`src/rtl/preproc_regs_pkg.sv`:
```
// Shared register offsets, AXI response codes and FSM state types for the
// preprocessing core's AXI4-Lite register file.
package preproc_regs_pkg;

    localparam logic [4:0] CORE_ID_OFS    = 5'h00;
    localparam logic [4:0] DATE_OFS       = 5'h04;
    localparam logic [4:0] FIFO_EN_OFS    = 5'h08;
    localparam logic [4:0] SEL_SOURCE_OFS = 5'h0C;
    localparam logic [4:0] SEL_FIR_OFS    = 5'h10;

    localparam logic [1:0] RESP_OKAY   = 2'b00;
    localparam logic [1:0] RESP_SLVERR = 2'b10;

    localparam int AXI_CLK_PERIOD_NS = 10;

    typedef enum logic {W_IDLE, W_RESP} wr_state_t;
    typedef enum logic {R_IDLE, R_DATA} rd_state_t;

endpackage

```
`src/rtl/preproc_axil_regs.sv`:
```
// AXI4-Lite register file: RO identification words plus RW control fields
// driven as registered static controls into the datapath.
module preproc_axil_regs
    import preproc_regs_pkg::*;
#(
    parameter int          DATA_WIDTH = 32,
    parameter int          ADDR_WIDTH = 7,
    parameter logic [31:0] CORE_ID    = 32'hC0DE_0001,
    parameter logic [31:0] DATE       = 32'h2023_0101,
    parameter int          SRC_SEL_W  = 2,
    parameter int          FIR_SEL_W  = 2
) (
    input  logic                      s_axi_aclk,
    input  logic                      s_axi_aresetn,
    input  logic [ADDR_WIDTH-1:0]     s_axi_awaddr,
    input  logic                      s_axi_awvalid,
    output logic                      s_axi_awready,
    input  logic [DATA_WIDTH-1:0]     s_axi_wdata,
    input  logic [DATA_WIDTH/8-1:0]   s_axi_wstrb,
    input  logic                      s_axi_wvalid,
    output logic                      s_axi_wready,
    output logic [1:0]                s_axi_bresp,
    output logic                      s_axi_bvalid,
    input  logic                      s_axi_bready,
    input  logic [ADDR_WIDTH-1:0]     s_axi_araddr,
    input  logic                      s_axi_arvalid,
    output logic                      s_axi_arready,
    output logic [DATA_WIDTH-1:0]     s_axi_rdata,
    output logic [1:0]                s_axi_rresp,
    output logic                      s_axi_rvalid,
    input  logic                      s_axi_rready,
    output logic                      fifo_en_o,
    output logic [SRC_SEL_W-1:0]      sel_source_o,
    output logic [FIR_SEL_W-1:0]      sel_fir_o
);

    wr_state_t             wst_q;
    logic                  awready_q, wready_q, bvalid_q;
    logic [1:0]            bresp_q;
    logic                  aw_lat_q, w_lat_q;
    logic [4:0]            aw_ofs_q;
    logic                  aw_hi0_q;
    logic [7:0]            w_data_q;
    logic                  w_strb0_q;

    rd_state_t             rst_q;
    logic                  arready_q, rvalid_q;
    logic [1:0]            rresp_q;
    logic [DATA_WIDTH-1:0] rdata_q;

    logic                  fifo_q;
    logic [SRC_SEL_W-1:0]  src_q;
    logic [FIR_SEL_W-1:0]  fir_q;
    logic                  fifo_out_q;
    logic [SRC_SEL_W-1:0]  src_out_q;
    logic [FIR_SEL_W-1:0]  fir_out_q;

    logic                  wr_ok;
    logic [DATA_WIDTH-1:0] rd_data;
    logic [1:0]            rd_resp;
    logic                  unused_bits;

    // Only byte lane 0 and address bits [4:2] carry meaning here.
    assign unused_bits = ^{s_axi_wdata[DATA_WIDTH-1:8], s_axi_wstrb[DATA_WIDTH/8-1:1],
                           s_axi_awaddr[1:0], s_axi_araddr[1:0], w_data_q};

    assign wr_ok = aw_hi0_q && (aw_ofs_q == FIFO_EN_OFS || aw_ofs_q == SEL_SOURCE_OFS ||
                                aw_ofs_q == SEL_FIR_OFS);

    always_ff @(posedge s_axi_aclk or negedge s_axi_aresetn) begin
        if (!s_axi_aresetn) begin
            wst_q      <= W_IDLE;
            awready_q  <= 1'b0;
            wready_q   <= 1'b0;
            bvalid_q   <= 1'b0;
            bresp_q    <= RESP_OKAY;
            aw_lat_q   <= 1'b0;
            w_lat_q    <= 1'b0;
            aw_ofs_q   <= '0;
            aw_hi0_q   <= 1'b0;
            w_data_q   <= '0;
            w_strb0_q  <= 1'b0;
            fifo_q     <= 1'b0;
            src_q      <= '0;
            fir_q      <= '0;
            fifo_out_q <= 1'b0;
            src_out_q  <= '0;
            fir_out_q  <= '0;
        end else begin
            fifo_out_q <= fifo_q;
            src_out_q  <= src_q;
            fir_out_q  <= fir_q;
            case (wst_q)
                W_IDLE: begin
                    if (aw_lat_q && w_lat_q) begin
                        bvalid_q <= 1'b1;
                        bresp_q  <= wr_ok ? RESP_OKAY : RESP_SLVERR;
                        if (wr_ok && w_strb0_q) begin
                            case (aw_ofs_q)
                                FIFO_EN_OFS:    fifo_q <= w_data_q[0];
                                SEL_SOURCE_OFS: src_q  <= w_data_q[SRC_SEL_W-1:0];
                                SEL_FIR_OFS:    fir_q  <= w_data_q[FIR_SEL_W-1:0];
                                default: ;
                            endcase
                        end
                        wst_q <= W_RESP;
                    end else begin
                        // Each channel latches on its own; ready drops once its beat is held.
                        if (s_axi_awvalid && awready_q) begin
                            aw_lat_q <= 1'b1;
                            aw_ofs_q <= {s_axi_awaddr[4:2], 2'b00};
                            aw_hi0_q <= (s_axi_awaddr[ADDR_WIDTH-1:5] == '0);
                        end
                        if (s_axi_wvalid && wready_q) begin
                            w_lat_q   <= 1'b1;
                            w_data_q  <= s_axi_wdata[7:0];
                            w_strb0_q <= s_axi_wstrb[0];
                        end
                        awready_q <= !(aw_lat_q || (s_axi_awvalid && awready_q));
                        wready_q  <= !(w_lat_q || (s_axi_wvalid && wready_q));
                    end
                end
                W_RESP: begin
                    if (s_axi_bready) begin
                        bvalid_q  <= 1'b0;
                        aw_lat_q  <= 1'b0;
                        w_lat_q   <= 1'b0;
                        awready_q <= 1'b1;
                        wready_q  <= 1'b1;
                        wst_q     <= W_IDLE;
                    end
                end
                default: wst_q <= W_IDLE;
            endcase
        end
    end

    always_comb begin
        rd_data = '0;
        rd_resp = RESP_SLVERR;
        if (s_axi_araddr[ADDR_WIDTH-1:5] == '0) begin
            rd_resp = RESP_OKAY;
            case ({s_axi_araddr[4:2], 2'b00})
                CORE_ID_OFS:    rd_data = CORE_ID;
                DATE_OFS:       rd_data = DATE;
                FIFO_EN_OFS:    rd_data = {{(DATA_WIDTH-1){1'b0}}, fifo_q};
                SEL_SOURCE_OFS: rd_data = {{(DATA_WIDTH-SRC_SEL_W){1'b0}}, src_q};
                SEL_FIR_OFS:    rd_data = {{(DATA_WIDTH-FIR_SEL_W){1'b0}}, fir_q};
                default:        rd_resp = RESP_SLVERR;
            endcase
        end
    end

    always_ff @(posedge s_axi_aclk or negedge s_axi_aresetn) begin
        if (!s_axi_aresetn) begin
            rst_q     <= R_IDLE;
            arready_q <= 1'b0;
            rvalid_q  <= 1'b0;
            rresp_q   <= RESP_OKAY;
            rdata_q   <= '0;
        end else begin
            case (rst_q)
                R_IDLE: begin
                    if (s_axi_arvalid && arready_q) begin
                        rdata_q   <= rd_data;
                        rresp_q   <= rd_resp;
                        rvalid_q  <= 1'b1;
                        arready_q <= 1'b0;
                        rst_q     <= R_DATA;
                    end else begin
                        arready_q <= 1'b1;
                    end
                end
                R_DATA: begin
                    if (s_axi_rready) begin
                        rvalid_q  <= 1'b0;
                        arready_q <= 1'b1;
                        rst_q     <= R_IDLE;
                    end
                end
                default: rst_q <= R_IDLE;
            endcase
        end
    end

    assign s_axi_awready = awready_q;
    assign s_axi_wready  = wready_q;
    assign s_axi_bvalid  = bvalid_q;
    assign s_axi_bresp   = bresp_q;
    assign s_axi_arready = arready_q;
    assign s_axi_rvalid  = rvalid_q;
    assign s_axi_rresp   = rresp_q;
    assign s_axi_rdata   = rdata_q;
    assign fifo_en_o     = fifo_out_q;
    assign sel_source_o  = src_out_q;
    assign sel_fir_o     = fir_out_q;

endmodule

```
`config.mk`:
```
export PLATFORM = sky130hd
export DESIGN_NAME = preproc_axil_regs
export DESIGN_NICKNAME = d
export VERILOG_FILES = /design/src/rtl/preproc_regs_pkg.sv /design/src/rtl/preproc_axil_regs.sv
export SDC_FILE = /design/constraint.sdc
export NUM_CORES = 1
export LEC_CHECK = 0
export CORE_ASPECT_RATIO = 2
export CORE_MARGIN = 4
export CORE_UTILIZATION = 32
export CTS_CLUSTER_DIAMETER = 40
export DETAILED_ROUTE_END_ITERATION = 12
export MAX_ROUTING_LAYER = met4
export PLACE_DENSITY = 0.76
export SYNTH_ARGS = -nofsm -noshare
export SYNTH_HDL_FRONTEND = slang
export SYNTH_SLANG_ARGS = --single-unit
```
`constraint.sdc`:
```
create_clock -name s_axi_aclk -period 1.45 [get_ports s_axi_aclk]
set_clock_uncertainty 0.05 [all_clocks]
set_input_delay 0.435 -clock s_axi_aclk [delete_from_list [all_inputs] [get_ports s_axi_aclk]]
set_output_delay 0.435 -clock s_axi_aclk [all_outputs]
set_load 0.005 [all_outputs]
```
==> results_tabular.tex <==
\begin{tabular}{lr}
\hline
Metric & Value \\
\hline
\multicolumn{2}{l}{\textbf{Setup path}} \\
Biggest fanout along the worst timing path & 3 \\
Crit path cell chain & buf\_6 > buf\_6 > buf\_6 \\
CP max stage delay & 0.39 ns \\
Worst EP arrival & 1.00 ns \\
Critical R2R Launch & wst\_q \\
Required time reported for the critical path endpoint & 0.97 ns \\
Nature of the critical path startpoint & flop \\
Category of the critical setup timing path & flop to primary output \\
Crit-path most repeated cell & sky130\_fd\_sc\_hd\_\_buf\_6 \\
Slowest-stage cell, CP & sky130\_fd\_sc\_hd\_\_dfrtp\_1 \\
Launch point of the critical path & s\_axi\_rdata[29] \\
Category of the worst setup path capture point & primary output \\
Cell family with most CP delay & flip-flops \\
Buffer and inverter count on the worst path & 3 \\
\multicolumn{2}{l}{\textbf{Outcome}} \\
Status & complete, but fails checks \\
Violations in the final reports & negative setup slack \\
\multicolumn{2}{l}{\textbf{Floorplan}} \\
Site Rows & 35 \\
Initial cell density of the core & 0.3353 \\
Core area & 0.004642 mm\^{}2 \\
Area of the die & 0.006112 mm\^{}2 \\
Die Ht & 106.6 um \\
Die width & 57.32 um \\
I/O pin count & 103 \\
\multicolumn{2}{l}{\textbf{Power and ir drop}} \\
Power Dens Cells & 1611 mW/mm\^{}2 \\
Worst vdd ir & 0.001168 V \\
Net Sw Frac & 0.3213 \\
Share of power burned in registers & 0.433 \\
Internal power contribution & 2.383 mW \\
Switching pwr & 1.128 mW \\
Clock share of power & 0.174 \\
Combinational share of power & 0.393 \\
Static leakage & 1.132 nW \\
\multicolumn{2}{l}{\textbf{Yosys}} \\
Yosys reg bits & 33 \\
Number of enable-type register cells in the synthesized netlist & 0 \\
Leading cell types by total area after synthesis & sky130\_fd\_sc\_hd\_\_dfrtp\_1 (53\%), sky130\_fd\_sc\_hd\_\_buf\_4 (14\%), sky130\_fd\_sc\_hd\_\_mux2\_2 (7.2\%) \\
Most area-hungry cell type in the Yosys netlist & sky130\_fd\_sc\_hd\_\_dfrtp\_1 \\
Number of distinct library cells after synthesis & 29 \\
Most used flip-flop cell after synthesis & sky130\_fd\_sc\_hd\_\_dfrtp\_1 \\
Async S/R FF share, synth & 1.000 \\
Share of the synthesized area in the top cell type & 0.5305 \\
Fraction of the yosys area taken by sequential cells & 0.5305 \\
Synthesized area per cell & 10.88 um\^{}2 \\
Gate count of the mapped netlist & 143 \\
Yosys warns & 0 \\
Synthesized cell area & 0.001556 mm\^{}2 \\
\multicolumn{2}{l}{\textbf{Global route}} \\
Maximum number of pins on one net before global-route repair & 34 \\
Residual overflow from global routing & 0 \\
Met1 Resource Use GR & 0.09568 \\
Number of global-route vias before repair & 1146 \\
Global-route wire length before repair & 5230 um \\
Number of antenna violations at the first check in global routing & 0 \\
Overall global routing resource usage & 0.1144 \\
Layer with the highest usage after global routing & met2 \\
Met3 GRT Util & 0.03735 \\
Met2 track demand over resource & 0.2259 \\
\multicolumn{2}{l}{\textbf{STA}} \\
Clock period minus worst slack & 1.487 ns \\
Number of pins exceeding their max-slew limit in the final report & 0 \\
Setup-failing EPs final & 1 \\
Tcrit/Tclk final & 1.025 \\
Worst path setup slack after routing & -0.03664 ns \\
Maximum clock frequency & 672.7 MHz \\
Fin. Hold Viols & 0 \\
RSZ-0062 raised after global routing & true \\
\multicolumn{2}{l}{\textbf{Finish}} \\
P\&R area growth vs syn & 40.03\% \\
Layout cell share with drive strength beyond 1 & 0.2794 \\
Final layout net count & 262 \\
Final antenna diode count & 0 \\
Post-Layout Inst Area & 0.002180 mm\^{}2 \\
Most common cell after layout, fill and taps aside & sky130\_fd\_sc\_hd\_\_dfrtp\_1 \\
Most frequent cells in the layout & sky130\_fd\_sc\_hd\_\_dfrtp\_1 (32), sky130\_fd\_sc\_hd\_\_conb\_1 (20), sky130\_fd\_sc\_hd\_\_nand2\_1 (18) \\
\multicolumn{2}{l}{\textbf{Clock tree}} \\
Clock latency on the worst-skew pair & 0.28 ns \\
Max Root-Sink Buffers & 2 \\
Number of sinks driven by the clock tree & 33 \\
Htree depth & 2 \\
TritonCTS clock tree & done \\
Clock root buffer & sky130\_fd\_sc\_hd\_\_clkbuf\_8 \\
Clock Pin Slew Worst Setup and Hold Paths & 0.06 ns \\
Number of buffers inserted during clock tree synthesis & 5 \\
\multicolumn{2}{l}{\textbf{Min path}} \\
Worst hold path startpoint & src\_q[1] \\
Tightest Hold Check Type & flop to flop \\
\multicolumn{2}{l}{\textbf{Detailed routing}} \\
WL per Instance & 12.92 um \\
Detailed Routing Iterations Pass 1 & 4 \\
Post-detailed-route via-to-cell ratio & 4.591 \\
Total via count after detailed routing & 1189 \\
Post-route ant nets & 0 \\
Routed wire length & 3347 um \\
Detailed Route Iter0 Violations & 41 \\
Number of design rule violations left after detail routing & 0 \\
\multicolumn{2}{l}{\textbf{Placed design}} \\
RePlAce Congestion & 0.7721 \\
Area post-placement & 0.002012 mm\^{}2 \\
Post-place setup slack & -0.2426 ns \\
HPWL after DPL & 2515 um \\
Number of buffers added on ports & 45 \\
\multicolumn{2}{l}{\textbf{Run}} \\
Count of max-cap constraint violations & 0 \\
\hline
\end{tabular}
worst paths after layout:
kind	endpoint	slack (ns)	cells after the start
worst max-delay path	s_axi_rdata[8]	-0.04	3
worst min-delay path	sel_source_o[1]	0.35	0
worst max register to register	fifo_q	0.04	3
worst min register to register	sel_source_o[1]	0.35	0
max in group asynchronous	s_axi_rdata[30]	0.69	2
min in group asynchronous	s_axi_rdata[29]	0.47	2
synthesized netlist by cell type, types with 2 or more instances:
master                    number
sky130_fd_sc_hd__mux2_2       10
sky130_fd_sc_hd__buf_4        29
sky130_fd_sc_hd__nand2_1      19
sky130_fd_sc_hd__inv_1         4
sky130_fd_sc_hd__a21oi_1       7
sky130_fd_sc_hd__and3_1        2
sky130_fd_sc_hd__nand3_1       5
sky130_fd_sc_hd__dfrtp_1      33
sky130_fd_sc_hd__o21ai_0       9
sky130_fd_sc_hd__nor2_1        6
area by class of cell:
class                      count  area, um^2
clock buffer                   5       68.82
tap                           55       68.82
timing repair buffer          66       578.1
inverter                       4       15.01
multi-input combinational     95       616.8
sequential                    33       827.0
clock inverter                 1       5.005
fill                         447        2462
power groups by stage:
stage	clock [mW]	combinational, mW	sequential, mW
floorplan	0	0.628	1.54
global placement	0	1.25	1.54
detailed placement	0	1.29	1.55
CTS	0.644	1.24	1.52
global route	0.685	1.52	1.58
finish	0.611	1.38	1.52
routing by layer:
layer,wire (um),part of all wire
met1,1022,0.31
met3,292,0.087
met5,0,0
met4,46,0.014
met2,1985,0.59
kinds of logic (layout without fill, tap and decap cells):
logic type      count (synthesis)  after routing  synth area share
other cells                     1             20          0.002409
flops                          33             33            0.5305
simple gates                   40             40            0.1415
buf+inv                        34             76            0.1527
compound gates                 23             23           0.08682
mux                            12             12           0.08601
per-stage QoR:
stage / hold WS, ns / total power [mW] / TNS [ns] / util / std cells
3_5_place_dp: 0.3428 / 2.843 / -2.571 / 0.4334 / 242
4_1_cts: 0.3613 / 3.408 / -0.5892 / 0.4558 / 254
5_1_grt: 0.3811 / 3.785 / -0.2231 / 0.4695 / 259
3_3_place_gp: 0.3328 / 2.786 / -2.283 / 0.4334 / 242
6_report: 0.3530 / 3.511 / -0.03664 / 0.4695 / 259
2_1_floorplan: 0.08941 / 2.166 / 0 / - / 162
worst register-to-register path: stages, from the launching register on:
cell and delay (ns):
sky130_fd_sc_hd__dfrtp_1 0.42, sky130_fd_sc_hd__nand3b_4 0.22, sky130_fd_sc_hd__nor4b_4 0.27, sky130_fd_sc_hd__mux2_1 0.34
timing repair:
action	in CTS	in global routing
hold endpoints to repair	0	0
setup endpoints to repair	28	20
pin swaps	0	3
gates resized for setup	37	30
setup buffers	6	5
hold buffers	0	0
gates cloned	0	0
sequential cells by signal, summed over array words and instances (netlist names), 2 cells and up:
name          cells
fir_q             2
sel_source_o      2
aw_ofs_q          3
sel_fir_o         2
src_q             2
w_data_q          2
s_axi_rdata       5
Power figures use the tool's default switching activity.
